==> config.mk <==
export PLATFORM = sky130hd
export DESIGN_NAME = dsp_postadd_pipe
export DESIGN_NICKNAME = d
export VERILOG_FILES = /design/src/rtl/dsp_postadd_pipe.sv
export SDC_FILE = /design/constraint.sdc
export NUM_CORES = 1
export LEC_CHECK = 0
export CAP_MARGIN = 5
export CORE_ASPECT_RATIO = 0.9
export CORE_UTILIZATION = 65
export CTS_CLUSTER_SIZE = 30
export DETAILED_ROUTE_END_ITERATION = 6
export DONT_BUFFER_PORTS = 1
export PLACE_DENSITY = 0.77
export SYNTH_ARGS = -nofsm -noshare
export SYNTH_HDL_FRONTEND = slang
export SYNTH_SLANG_ARGS = --single-unit
==> constraint.sdc <==
create_clock -name clk -period 12 [get_ports clk]
set_clock_uncertainty 0.05 [all_clocks]
set_input_delay 2.4 -clock clk [delete_from_list [all_inputs] [get_ports clk]]
set_output_delay 2.4 -clock clk [all_outputs]
set_load 0.005 [all_outputs]
==> src/rtl/dsp_postadd_pipe.sv <==
// dsp_postadd_pipe: X/Z operand select, post-adder with selectable carry, optional control pipeline, saturation and sticky overflow
module dsp_postadd_pipe #(
  parameter int    A_WIDTH    = 18,
  parameter int    B_WIDTH    = 18,
  parameter int    D_WIDTH    = 18,
  parameter int    P_WIDTH    = 48,
  parameter string B_INPUT    = "DIRECT",
  parameter string CARRYINSEL = "OPMODE5",
  parameter int    OPMODEREG  = 1,
  parameter int    CARRYINREG = 1,
  parameter int    SATURATE   = 0
) (
  input  logic                       clk,
  input  logic                       rst_n,
  input  logic                       ce,
  input  logic                       in_valid,
  input  logic [7:0]                 opmode,
  input  logic                       carryin,
  input  logic [A_WIDTH+B_WIDTH-1:0] m_in,
  input  logic [D_WIDTH-1:0]         d_in,
  input  logic [A_WIDTH-1:0]         a_in,
  input  logic [B_WIDTH-1:0]         b_opnd,
  input  logic [B_WIDTH-1:0]         b_in,
  input  logic [B_WIDTH-1:0]         bcin,
  input  logic [P_WIDTH-1:0]         c_in,
  input  logic [P_WIDTH-1:0]         pcin,
  output logic [B_WIDTH-1:0]         b2,
  output logic [P_WIDTH-1:0]         p,
  output logic [P_WIDTH-1:0]         pcout,
  output logic                       carryout,
  output logic                       out_valid,
  output logic                       overflow,
  input  logic                       clr_ovf
);
  localparam int MW = A_WIDTH + B_WIDTH;
  localparam int CW = P_WIDTH - MW;
  localparam logic [P_WIDTH-1:0] P_MAX = {1'b0, {(P_WIDTH-1){1'b1}}};
  localparam logic [P_WIDTH-1:0] P_MIN = {1'b1, {(P_WIDTH-1){1'b0}}};
  logic [7:0]         op_q, op;
  logic               vld_q, vld, cin_q, cin_d, cin;
  logic [P_WIDTH-1:0] p_q, p_d, x, z;
  logic               co_q, out_valid_q, ovf_q, ovf_d, ovf;
  logic [P_WIDTH+1:0] r;
  logic [P_WIDTH:0]   u;
  logic [D_WIDTH:0]   d_ext;
  logic               unused_bits;
  assign b2    = (B_INPUT == "DIRECT") ? b_in : (B_INPUT == "CASCADE") ? bcin : '0;
  assign op    = (OPMODEREG != 0) ? op_q : opmode;
  assign vld   = (OPMODEREG != 0) ? vld_q : in_valid;
  assign cin_d = (CARRYINSEL == "OPMODE5") ? opmode[5] : (CARRYINSEL == "CARRYIN") ? carryin : 1'b0;
  assign cin   = (CARRYINREG != 0) ? cin_q : cin_d;
  assign d_ext = {1'b0, d_in};
  always_comb begin
    x = (op[1:0] == 2'b00) ? '0 :
        (op[1:0] == 2'b01) ? {{CW{m_in[MW-1]}}, m_in} :
        (op[1:0] == 2'b10) ? p_q : {d_in[CW-1:0], a_in, b_opnd};
    z = (op[3:2] == 2'b00) ? '0 :
        (op[3:2] == 2'b01) ? pcin :
        (op[3:2] == 2'b10) ? p_q : c_in;
    // signed result keeps two guard bits; unsigned copy only feeds carryout
    r = op[7] ? {{2{z[P_WIDTH-1]}}, z} - ({{2{x[P_WIDTH-1]}}, x} + (P_WIDTH+2)'(cin))
              : {{2{z[P_WIDTH-1]}}, z} + {{2{x[P_WIDTH-1]}}, x} + (P_WIDTH+2)'(cin);
    u = op[7] ? {1'b0, z} - ({1'b0, x} + (P_WIDTH+1)'(cin))
              : {1'b0, z} + {1'b0, x} + (P_WIDTH+1)'(cin);
    ovf   = !((r[P_WIDTH+1:P_WIDTH-1] == 3'b000) || (r[P_WIDTH+1:P_WIDTH-1] == 3'b111));
    p_d   = (SATURATE != 0 && ovf) ? (r[P_WIDTH+1] ? P_MIN : P_MAX) : r[P_WIDTH-1:0];
    ovf_d = (vld && ovf) || (ovf_q && !clr_ovf);
  end
  always_ff @(posedge clk or negedge rst_n) begin
    if (!rst_n) begin
      op_q        <= '0;
      vld_q       <= 1'b0;
      cin_q       <= 1'b0;
      p_q         <= '0;
      co_q        <= 1'b0;
      out_valid_q <= 1'b0;
      ovf_q       <= 1'b0;
    end else if (ce) begin
      op_q        <= opmode;
      vld_q       <= in_valid;
      cin_q       <= cin_d;
      p_q         <= p_d;
      co_q        <= u[P_WIDTH];
      out_valid_q <= vld;
      ovf_q       <= ovf_d;
    end
  end
  assign p           = p_q;
  assign pcout       = p_q;
  assign carryout    = co_q;
  assign out_valid   = out_valid_q;
  assign overflow    = ovf_q;
  assign unused_bits = ^{op[6], op[4], opmode[6], opmode[4], d_ext[D_WIDTH:CW], carryin, u[P_WIDTH-1:0]};
endmodule

# Yosys cells after proc, flatten, opt, wreduce, memory -nomap -nowiden
# Index checks and enable logic that the tools add are counted.
# W data, S select, Z words.
dict set report op_classes {
  addsub 8
  eq_ne 5
  n_mux 8
  n_reduce_logical 9
}
# operator count
set op_table {}
lappend op_table {{$mux W48} 6}
lappend op_table {{$add A48 B48 Y49} 2}
lappend op_table {{$add A49 B2 Y50} 1}
lappend op_table {{$mux W50} 1}
lappend op_table {{$sub A48 B49 Y50} 1}
lappend op_table {{$add A48 B1 Y49} 1}
lappend op_table {{$add A48 B2 Y49} 1}
lappend op_table {{$add A49 B1 Y49} 1}
lappend op_table {{$mux W49} 1}
lappend op_table {{$sub A48 B49 Y49} 1}
lappend op_table {{$eq A2 B1 Y1 const B} 2}
lappend op_table {{$eq A2 B2 Y1 const B} 2}
lappend op_table {{$logic_not A2 Y1} 2}
lappend op_table {{$eq A3 B3 Y1 const B} 1}
lappend op_table {{$logic_not A3 Y1} 1}
lappend op_table {{$logic_and A1 B1 Y1} 2}
lappend op_table {{$logic_not A1 Y1} 2}
lappend op_table {{$logic_or A1 B1 Y1} 2}
dict set report totals {
  ff_bits 61
  inputBits 236
  out_inout_bits 117
  wordCells 37
}

# Depth between registers and ports, before layout
# Gate-level depths: netlist of run 1.
dict set report logic_depth {
  word_depth 12
  ltp_mapped 21
  depth_no_buf 18
}

# Worst setup path after synthesis of run 1
# Ideal clock, no wire load.
dict set report synth_timing {
  path_kind {input-to-reg}
  from {input c_in[18]}
  to {register ovf_q, in the netlist overflow}
  setup_ns 0.138
  t_arrival_ns 5.918
  t_required_ns 11.812
  setup_slack_ns 5.894
  cell_stages 16
  n_path_buf 1
  path_cell_list {mux2_2 a22o_1 ha_1 ha_1 clkbuf_1 a21oi_1 o21ai_0 a2111oi_0 a21oi_2 a221oi_2 o41ai_4 a21oi_2 xor2_1 mux2_2 nor4_1 a221oi_2}
}
dict set report synth_via {
  elab_chain_len 11
  word_cells_on_any_way 13
  cone_classes {3 x add/sub; 1 x eq/ne; 4 x mux; 5 x reduce/logical}
}
# item line_no
set synth_rtl {}
lappend synth_rtl {{from (decl)} 25} ;# input logic [P_WIDTH-1:0] c_in,
lappend synth_rtl {{$mux W48 (*)} 59} ;# (op[3:2] == 2'b10) ? p_q : c_in;
lappend synth_rtl {{$mux W48 (*)} 58} ;# (op[3:2] == 2'b01) ? pcin :
lappend synth_rtl {{$mux W48 (*)} 57} ;# z = (op[3:2] == 2'b00) ? '0 :
lappend synth_rtl {{$add A48 B48 Y49} 62} ;# : {{2{z[P_WIDTH-1]}}, z} + {{2{x[P_WIDTH-1]}}, x} + (P_WIDTH+2)'(cin);
lappend synth_rtl {{$add A49 B2 Y50} 62}
lappend synth_rtl {{$mux W50 (*)} 61} ;# r = op[7] ? {{2{z[P_WIDTH-1]}}, z} - ({{2{x[P_WIDTH-1]}}, x} + (P_WIDTH+2)'(cin))
lappend synth_rtl {{$eq A3 B3 Y1 / $logic_not A3 Y1 (equally long branches)} 65} ;# ovf = !((r[P_WIDTH+1:P_WIDTH-1] == 3'b000) || (r[P_WIDTH+1:P_WIDTH-1] == 3'b111));
lappend synth_rtl {{$logic_or A1 B1 Y1 (*)} 65}
lappend synth_rtl {{$logic_not A1 Y1 (*)} 65}
lappend synth_rtl {{$logic_and A1 B1 Y1 (*)} 67} ;# ovf_d = (vld && ovf) || (ovf_q && !clr_ovf);
lappend synth_rtl {{$logic_or A1 B1 Y1 (*)} 67}
lappend synth_rtl {{to (signal assigned)} 85} ;# ovf_q <= ovf_d;
lappend synth_rtl {{to (decl)} 42} ;# logic co_q, out_valid_q, ovf_q, ovf_d, ovf;
# Mark *: on every way between the ends. The rest lies on a longest branch, timed or not.
# A chain may end at the register's enable or synchronous reset.

# Final worst setup path of run 1
dict set report layout_timing {
  from {input c_in[0]}
  to {register p_q[46], in the netlist p[46]}
}
dict set report layout_via {
  elab_chain_len 6
  word_cells_on_any_way 7
  cone_classes {3 x add/sub; 4 x mux}
}
# item line_no
set layout_rtl {}
lappend layout_rtl {{$mux W48 (*)} 59}
lappend layout_rtl {{$mux W48 (*)} 58}
lappend layout_rtl {{$mux W48 (*)} 57}
lappend layout_rtl {{$add A48 B48 Y49} 62}
lappend layout_rtl {{$add A49 B2 Y50} 62}
lappend layout_rtl {{$mux W50 (*)} 61}
lappend layout_rtl {{to (signal assigned)} 82} ;# p_q <= p_d;
lappend layout_rtl {{to (decl)} 41} ;# logic [P_WIDTH-1:0] p_q, p_d, x, z;
# Marked as above.

==> results of run 1 <==
==> layer usage <==
metal,share of wire,vias up
met5,0,-
met4,0.021,0
met3,0.087,55
met2,0.44,517
met1,0.45,5138
li1,-,5198
==> metrics by stage <==
stage | utilization | hold WS, ns | worst slack [ns] | std cells
after floorplan | - | 0.447 | 5.89 | 1547
after global placement | 0.646 | 0.475 | 4.91 | 1629
after detailed placement | 0.646 | 0.488 | 4.92 | 1629
after CTS | 0.663 | 0.501 | 5.25 | 1644
after global routing | 0.663 | 0.531 | 4.86 | 1644
final | 0.663 | 0.504 | 5.19 | 1644
==> synth_stat cells, types with 10 or more instances <==
library cell / number / share of area
nand4_1: 26 / 0.014
o211ai_1: 11 / 0.0071
o21a_1: 14 / 0.0091
xnor2_1: 46 / 0.035
clkbuf_1: 81 / 0.026
nand2_1: 140 / 0.045
mux2_2: 88 / 0.086
buf_4: 66 / 0.043
o21ai_0: 85 / 0.037
xor2_1: 41 / 0.031
nand3_1: 19 / 0.0082
a21o_1: 41 / 0.027
nand2b_1: 10 / 0.0054
a22o_1: 93 / 0.070
a31oi_1: 17 / 0.0092
nor3_1: 14 / 0.0061
nor2_1: 112 / 0.036
o21bai_1: 19 / 0.012
a21oi_1: 159 / 0.069
dfrtp_1: 58 / 0.13
inv_1: 125 / 0.041
ha_1: 142 / 0.15
==> worst max path at each step <==
stage | start | endpoint | slack [ns] | depth (start not counted)
2_1_floorplan | c_in[18] | overflow | 5.89 | 16
3_3_place_gp | c_in[0] | p[46] | 4.91 | 17
5_1_grt | c_in[0] | p[46] | 4.86 | 17
6_report | c_in[0] | p[46] | 5.19 | 17
3_5_place_dp | c_in[0] | p[46] | 4.92 | 17
4_1_cts | c_in[0] | p[46] | 5.25 | 17
==> critical path, delay by kind of cell <==
family / cells / cell delay [ns]
multiplexers: 1 / 0.24
AND/OR/NAND/NOR: 2 / 0.21
AO/OA/AOI/OAI: 9 / 2.99
XOR/XNOR: 1 / 0.21
adder cells (fa/ha/maj): 2 / 0.69
buffers and inverters: 2 / 0.25
==> cell families (layout without fill, tap and decap cells) <==
group / count (synthesis) / in the layout / share of synthesized area
flip-flops: 58 / 58 / 0.125
AND/OR/NAND/NOR: 367 / 367 / 0.143
multiplexers: 91 / 91 / 0.0886
XOR/XNOR: 87 / 87 / 0.0658
buffers and inverters: 284 / 146 / 0.114
AO/OA/AOI/OAI: 514 / 514 / 0.302
adder cells (fa/ha/maj): 146 / 146 / 0.160
==> power by group through the flow <==
stage                     sequential, W  combinational (W)  clock (W)
after global placement         0.000452            0.00224          0
after floorplan                0.000379            0.00193          0
final                          0.000456            0.00232   0.000278
after CTS                      0.000454            0.00228   0.000280
after global routing           0.000475            0.00254   0.000288
after detailed placement       0.000456            0.00226          0
==> flip-flops by register name (all words and copies together), names as in the netlist <==
| signal | flops |
|---|---|
| out_valid | 1 |
| carryout | 1 |
| vld | 1 |
| p | 48 |
| op | 6 |
| overflow | 1 |
==> area by class of cell <==
| type | count | share of cell area |
|---|---|---|
| clock buffers | 10 | 0.0210 |
| multi-input cells | 1205 | 0.775 |
| well taps | 235 | 0.0258 |
| repair buffers | 6 | 0.00396 |
| inverters | 125 | 0.0412 |
| clock inverters | 5 | 0.00484 |
| flip-flops and latches | 58 | 0.128 |
==> results by group, run 1 <==
Clocking
  – Clock sink total: 58
  – Clock buffer depth: 2
  – Post-cts resize count: 0
  – CTS H-tree lvls: 3
  – CTS tree: built
  – Worst skew pair latency: 0.36 ns
  – Setup Buffers After CTS: 0
  – CTS buffer count: 9
  – Clk pin slew, worst setup/hold paths: 0.06 ns
  – CTS Root Cell: clkbuf_16
  – Cts hold-fix bufs: 0

Synthesis
  – Post-Syn Area: 11600 um2
  – Cell count after synthesis: 1547
  – Mean Syn Cell Area: 7.49 um2
  – Syn Nets: 1929
  – Yosys warns: 0
  – Netlist cell types: 80
  – Post-synth EDFFs: 0
  – #FFs+latches synth: 58
  – Register area share after synthesis: 0.125
  – Synth async-reset ratio: 1.00
  – Predominant post-synthesis flop cell: dfrtp_1

Floorplan
  – Core area: 17200 um2
  – DIE WIDTH: 143 um
  – Chip height: 129 um
  – # rows: 45
  – I/O pin count: 353
  – Starting Density: 0.674
  – Die Area: 18400 um2

Pwr
  – Combinational group share of total power: 0.760
  – Clock power frac: 0.091
  – Pint: 0.00138 W
  – Overall power: 0.00306 W
  – Switching power: 0.00167 W
  – Cell area power density: 269 nW/um2
  – Sequential share of power: 0.149
  – Leakage: 5.14 nW
  – Switching part of the total: 0.547
  – Maximum vdd drop: 0.127 mV

GRT
  – First-pass GRT wire length: 53300 um
  – Vias in the first global route: 9954
  – Met2 Resource Use GR: 0.582
  – GRT Util Overall: 0.373
  – GR peak layer: met2
  – Antenna violations before repair: 0
  – Gr ovfl total: 0
  – Largest net degree at the start of global routing: 98
  – Met1 usage: 0.528
  – Met3 Usage GRT: 0.0648

Route
  – DR iter-0 viols: 1039
  – WL per Instance: 20.9 um
  – Vias: 10900
  – Antenna-violating nets left: 0
  – DRC Markers: 0
  – Vias per inst: 6.64
  – DRT Wirelength: 34300 um
  – Drt pass-1 iters: 5

Setup path
  – Register-to-Register Path Depth: 18
  – Critical path launch point type: input pin
  – Slowest cell on the critical path: o21ai_0
  – CP cell instances: mux2_2, a22oi_1, fa_1, inv_1, fa_1, a21o_1, a21oi_1, o32ai_1, buf_4, o21ai_0, a211oi_1, o21ai_0, nand2_1, o41ai_1, xor2_1, nor2_1, a211o_1
  – CP peak stage delay: 0.64 ns
  – Flop-to-flop setup slack: 5.85 ns
  – Reg2reg start: op[3]
  – Worst-path fanout max: 4
  – Capturing element type of the critical path: flop
  – Crit Path Class: in2reg
  – R2r endpoint: p[46]
  – CP Data Arrival Time: 7.00 ns
  – CP required: 12.19 ns

Min path
  – Hold crit path type: reg2reg
  – Worst hold path depth: 1
  – Hold path start: carryout
  – Worst Hold Path EP: carryout

Placement
  – DPL Wire Length: 25900 um
  – Port bufs: 0
  – GPL Wtd Cong: 0.944
  – Placed Area: 11100 um2

Final layout
  – Nets: 1787
  – Most common cell after layout, fill and taps aside: a21oi_1
  – Area of the multi-input gates: 8820 um2
  – Fillers: 1574
  – Sequential cell area: 1460 um2
  – Synth-to-Final Area Change: -1.73%
  – N_diodes: 0
  – Finished Cell Area: 11400 um2
  – Most frequent cells in the layout: 159 x a21oi_1, 142 x ha_1, 140 x nand2_1
  – Fraction of layout cells with a size suffix above 1: 0.0965

STA
  – Fin crit period: 6.81 ns
  – Final Cycle Share: 0.568
  – RSZ-0062 raised after global routing: no
  – Endpoints failing setup: 0
  – Max_slew headroom: 0.211
  – Setup TNS: 0 ns
  – Worst-margin pin slew: 1.18 ns
  – Final Hold Viols: 0
  – Final Max Tran Viols: 0
  – Max frequency: 147 MHz

Job
  – Maxcap violations: 0

Outcome
  – Run status: finished clean
No activity file was read; power rests on OpenSTA's default activity.
==> run 2: changes to the inputs <==
--- a/config.mk
+++ b/config.mk
@@ -7,11 +7,11 @@
 export LEC_CHECK = 0
 export CAP_MARGIN = 5
 export CORE_ASPECT_RATIO = 0.9
-export CORE_UTILIZATION = 65
+export CORE_UTILIZATION = 61
 export CTS_CLUSTER_SIZE = 30
 export DETAILED_ROUTE_END_ITERATION = 6
 export DONT_BUFFER_PORTS = 1
-export PLACE_DENSITY = 0.77
+export PLACE_DENSITY = 0.76
 export SYNTH_ARGS = -nofsm -noshare
 export SYNTH_HDL_FRONTEND = slang
 export SYNTH_SLANG_ARGS = --single-unit
==> constraint.sdc (replaced) <==
create_clock -name clk -period 5.7 [get_ports clk]
set_clock_uncertainty 0.05 [all_clocks]
set_input_delay 1.14 -clock clk [delete_from_list [all_inputs] [get_ports clk]]
set_output_delay 1.14 -clock clk [all_outputs]
set_load 0.005 [all_outputs]
==> run 2 against run 1 <==
Effect of this change: highest routed layer unchanged; sequential cell count unchanged; clock power increased by 120%; the run now ends with DRC left; worst hold slack got worse by 0.079 ns; cell count increased by 2.6%.
==> results by group, run 2 (same netlist as run 1, synthesis figures left out) <==
Outcome
  – Run status: finished, violations left
  – Failing checks: DRC

Pwr
  – Maximum vdd drop: 0.240 mV
  – Leakage: 5.30 nW
  – Combinational group share of total power: 0.768
  – Switching power: 0.00354 W
  – Clock power frac: 0.092
  – Pint: 0.00300 W
  – Sequential share of power: 0.141
  – Cell area power density: 560 nW/um2
  – Switching part of the total: 0.542

Setup path
  – CP cell instances: buf_12, mux2_2, a22o_1, ha_1, ha_1, a21oi_1, o21ai_0, a2111oi_0, a21oi_2, a221oi_2, o41ai_4, a21oi_2, xor2_1, mux2_2, nor4_1, a221oi_2
  – Flop-to-flop setup slack: 0.46 ns
  – R2r endpoint: overflow
  – Critical path launch point type: flop
  – CP Data Arrival Time: 5.42 ns
  – Register-to-Register Path Depth: 16
  – Reg2reg start: op[1]
  – Capturing element type of the critical path: flop
  – CP peak stage delay: 0.70 ns
  – CP required: 5.88 ns
  – Slowest cell on the critical path: dfrtp_2
  – Crit Path Class: reg2reg
  – Worst-path fanout max: 31

STA
  – Max_slew headroom: 0.361
  – RSZ-0062 raised after global routing: no
  – Final Max Tran Viols: 0
  – Fin crit period: 5.24 ns
  – Max frequency: 191 MHz
  – Final Hold Viols: 0
  – Endpoints failing setup: 0
  – Final WS setup: 0.465 ns
  – Setup TNS: 0 ns
  – Worst-margin pin slew: 0.957 ns
  – Final Cycle Share: 0.918

Final layout
  – Non-Filler Instances: 1687
  – Fillers: 1733
  – Max reg flops: 48
  – Finished Cell Area: 11700 um2
  – Fraction of layout cells with a size suffix above 1: 0.117
  – Most frequent cells in the layout: 159 x a21oi_1, 142 x ha_1, 140 x nand2_1
  – Nets: 1819
  – Synth-to-Final Area Change: 0.756%
  – Most common cell after layout, fill and taps aside: a21oi_1
  – Sequential cell area: 1460 um2
  – Area of the multi-input gates: 8820 um2
  – N_diodes: 0

Clocking
  – Clock sink total: 58
  – CTS Root Cell: clkbuf_16
  – Cts hold-fix bufs: 0
  – CTS buffer count: 9
  – Clock buffer depth: 2
  – Setup Buffers After CTS: 0
  – Clk pin slew, worst setup/hold paths: 0.07 ns
  – CTS tree: built
  – Post-cts resize count: 0
  – CTS H-tree lvls: 3
  – Worst skew pair latency: 0.35 ns

Floorplan
  – Core area: 18500 um2
  – Chip height: 133 um
  – I/O pin count: 353
  – Die Area: 19500 um2
  – Starting Density: 0.627
  – DIE WIDTH: 147 um
  – # rows: 47

Route
  – Met2 Wirelength: 15100 um
  – Vias per inst: 6.55
  – Antenna-violating nets left: 0
  – Wire length on met1: 16300 um
  – DRC Markers: 1
  – WL per Instance: 20.6 um
  – Drt pass-1 iters: 7
  – Max Used Layer: met4
  – DRT Wirelength: 34800 um
  – Metal3 WL: 2780 um
  – DR iter-0 viols: 871
  – Vias: 11000

Placement
  – GPL Wtd Cong: 0.983
  – DPL Wire Length: 26600 um
  – Placed cells: 1671
  – Dpl ws: 0.338 ns
  – Port bufs: 0
  – Placed Area: 11400 um2

Min path
  – Hold crit path type: in2async

GRT
  – Gr ovfl total: 0
  – First-pass GRT wire length: 54500 um
  – Largest net degree at the start of global routing: 98
  – GRT Util Overall: 0.350
  – Antenna violations before repair: 0
  – Vias in the first global route: 10000

Job
  – Maxcap violations: 0
run 2: worst max path at each step:
stage | start | end | depth (start not counted)
finish | op[1] | overflow | 16
global route | op[1] | carryout | 17
CTS | op[1] | overflow | 16
detailed placement | c_in[0] | carryout | 18
global placement | c_in[7] | carryout | 17
floorplan | c_in[18] | overflow | 16
run 2: per-layer routing:
layer | GRT usage | up-vias
met4 | 0.0842 | 0
met2 | 0.535 | 550
li1 | - | 5248
met3 | 0.0469 | 49
met5 | 0 | -
met1 | 0.515 | 5199
run 2: per-stage QoR:
stage | hold WS (ns) | util | total power [W]
after detailed placement | 0.484 | 0.615 | 0.00581
after global placement | 0.476 | 0.615 | 0.00576
final | 0.425 | 0.632 | 0.00654
after CTS | 0.419 | 0.632 | 0.00644
after global routing | 0.416 | 0.632 | 0.00708
after floorplan | 0.447 | - | 0.00487
run 2: area by class of cell:
| class | instances | share of cell area |
|---|---|---|
| Clock buffer | 9 | 0.0193 |
| Clock inverter | 7 | 0.00676 |
| Inverter | 125 | 0.0402 |
| Multi-Input combinational cell | 1205 | 0.756 |
| Sequential cell | 58 | 0.125 |
| Tap cell | 245 | 0.0263 |
| Timing Repair Buffer | 38 | 0.0266 |
run 2: worst max-delay path, delay by kind of cell (launching register included):
family	cells	cell delay [ns]
AOI/OAI and AO/OA	9	2.15
and+or+nand+nor	1	0.35
buffers and inverters	1	0.26
DFF	1	0.70
adders and majority gates	2	0.82
xor gates and xnor gates	1	0.09
muxes	2	0.66
run 2: power groups by stage:
stage	combinational (W)	clock, W	sequential [W]
2_1_floorplan	0.00407	0	0.000798
3_3_place_gp	0.00484	0	0.000915
3_5_place_dp	0.00488	0	0.000921
4_1_cts	0.00492	0.000602	0.000915
5_1_grt	0.00550	0.000616	0.000960
6_report	0.00502	0.000599	0.000920
==> run 3: changes to the inputs <==
--- a/config.mk
+++ b/config.mk
@@ -5,7 +5,7 @@
 export SDC_FILE = /design/constraint.sdc
 export NUM_CORES = 1
 export LEC_CHECK = 0
-export CAP_MARGIN = 5
+export CAP_MARGIN = 25
 export CORE_ASPECT_RATIO = 0.9
 export CORE_UTILIZATION = 61
 export CTS_CLUSTER_SIZE = 30
==> results of run 3 <==
Same layout as run 2: the final DEF is identical, and so are final timing and power.
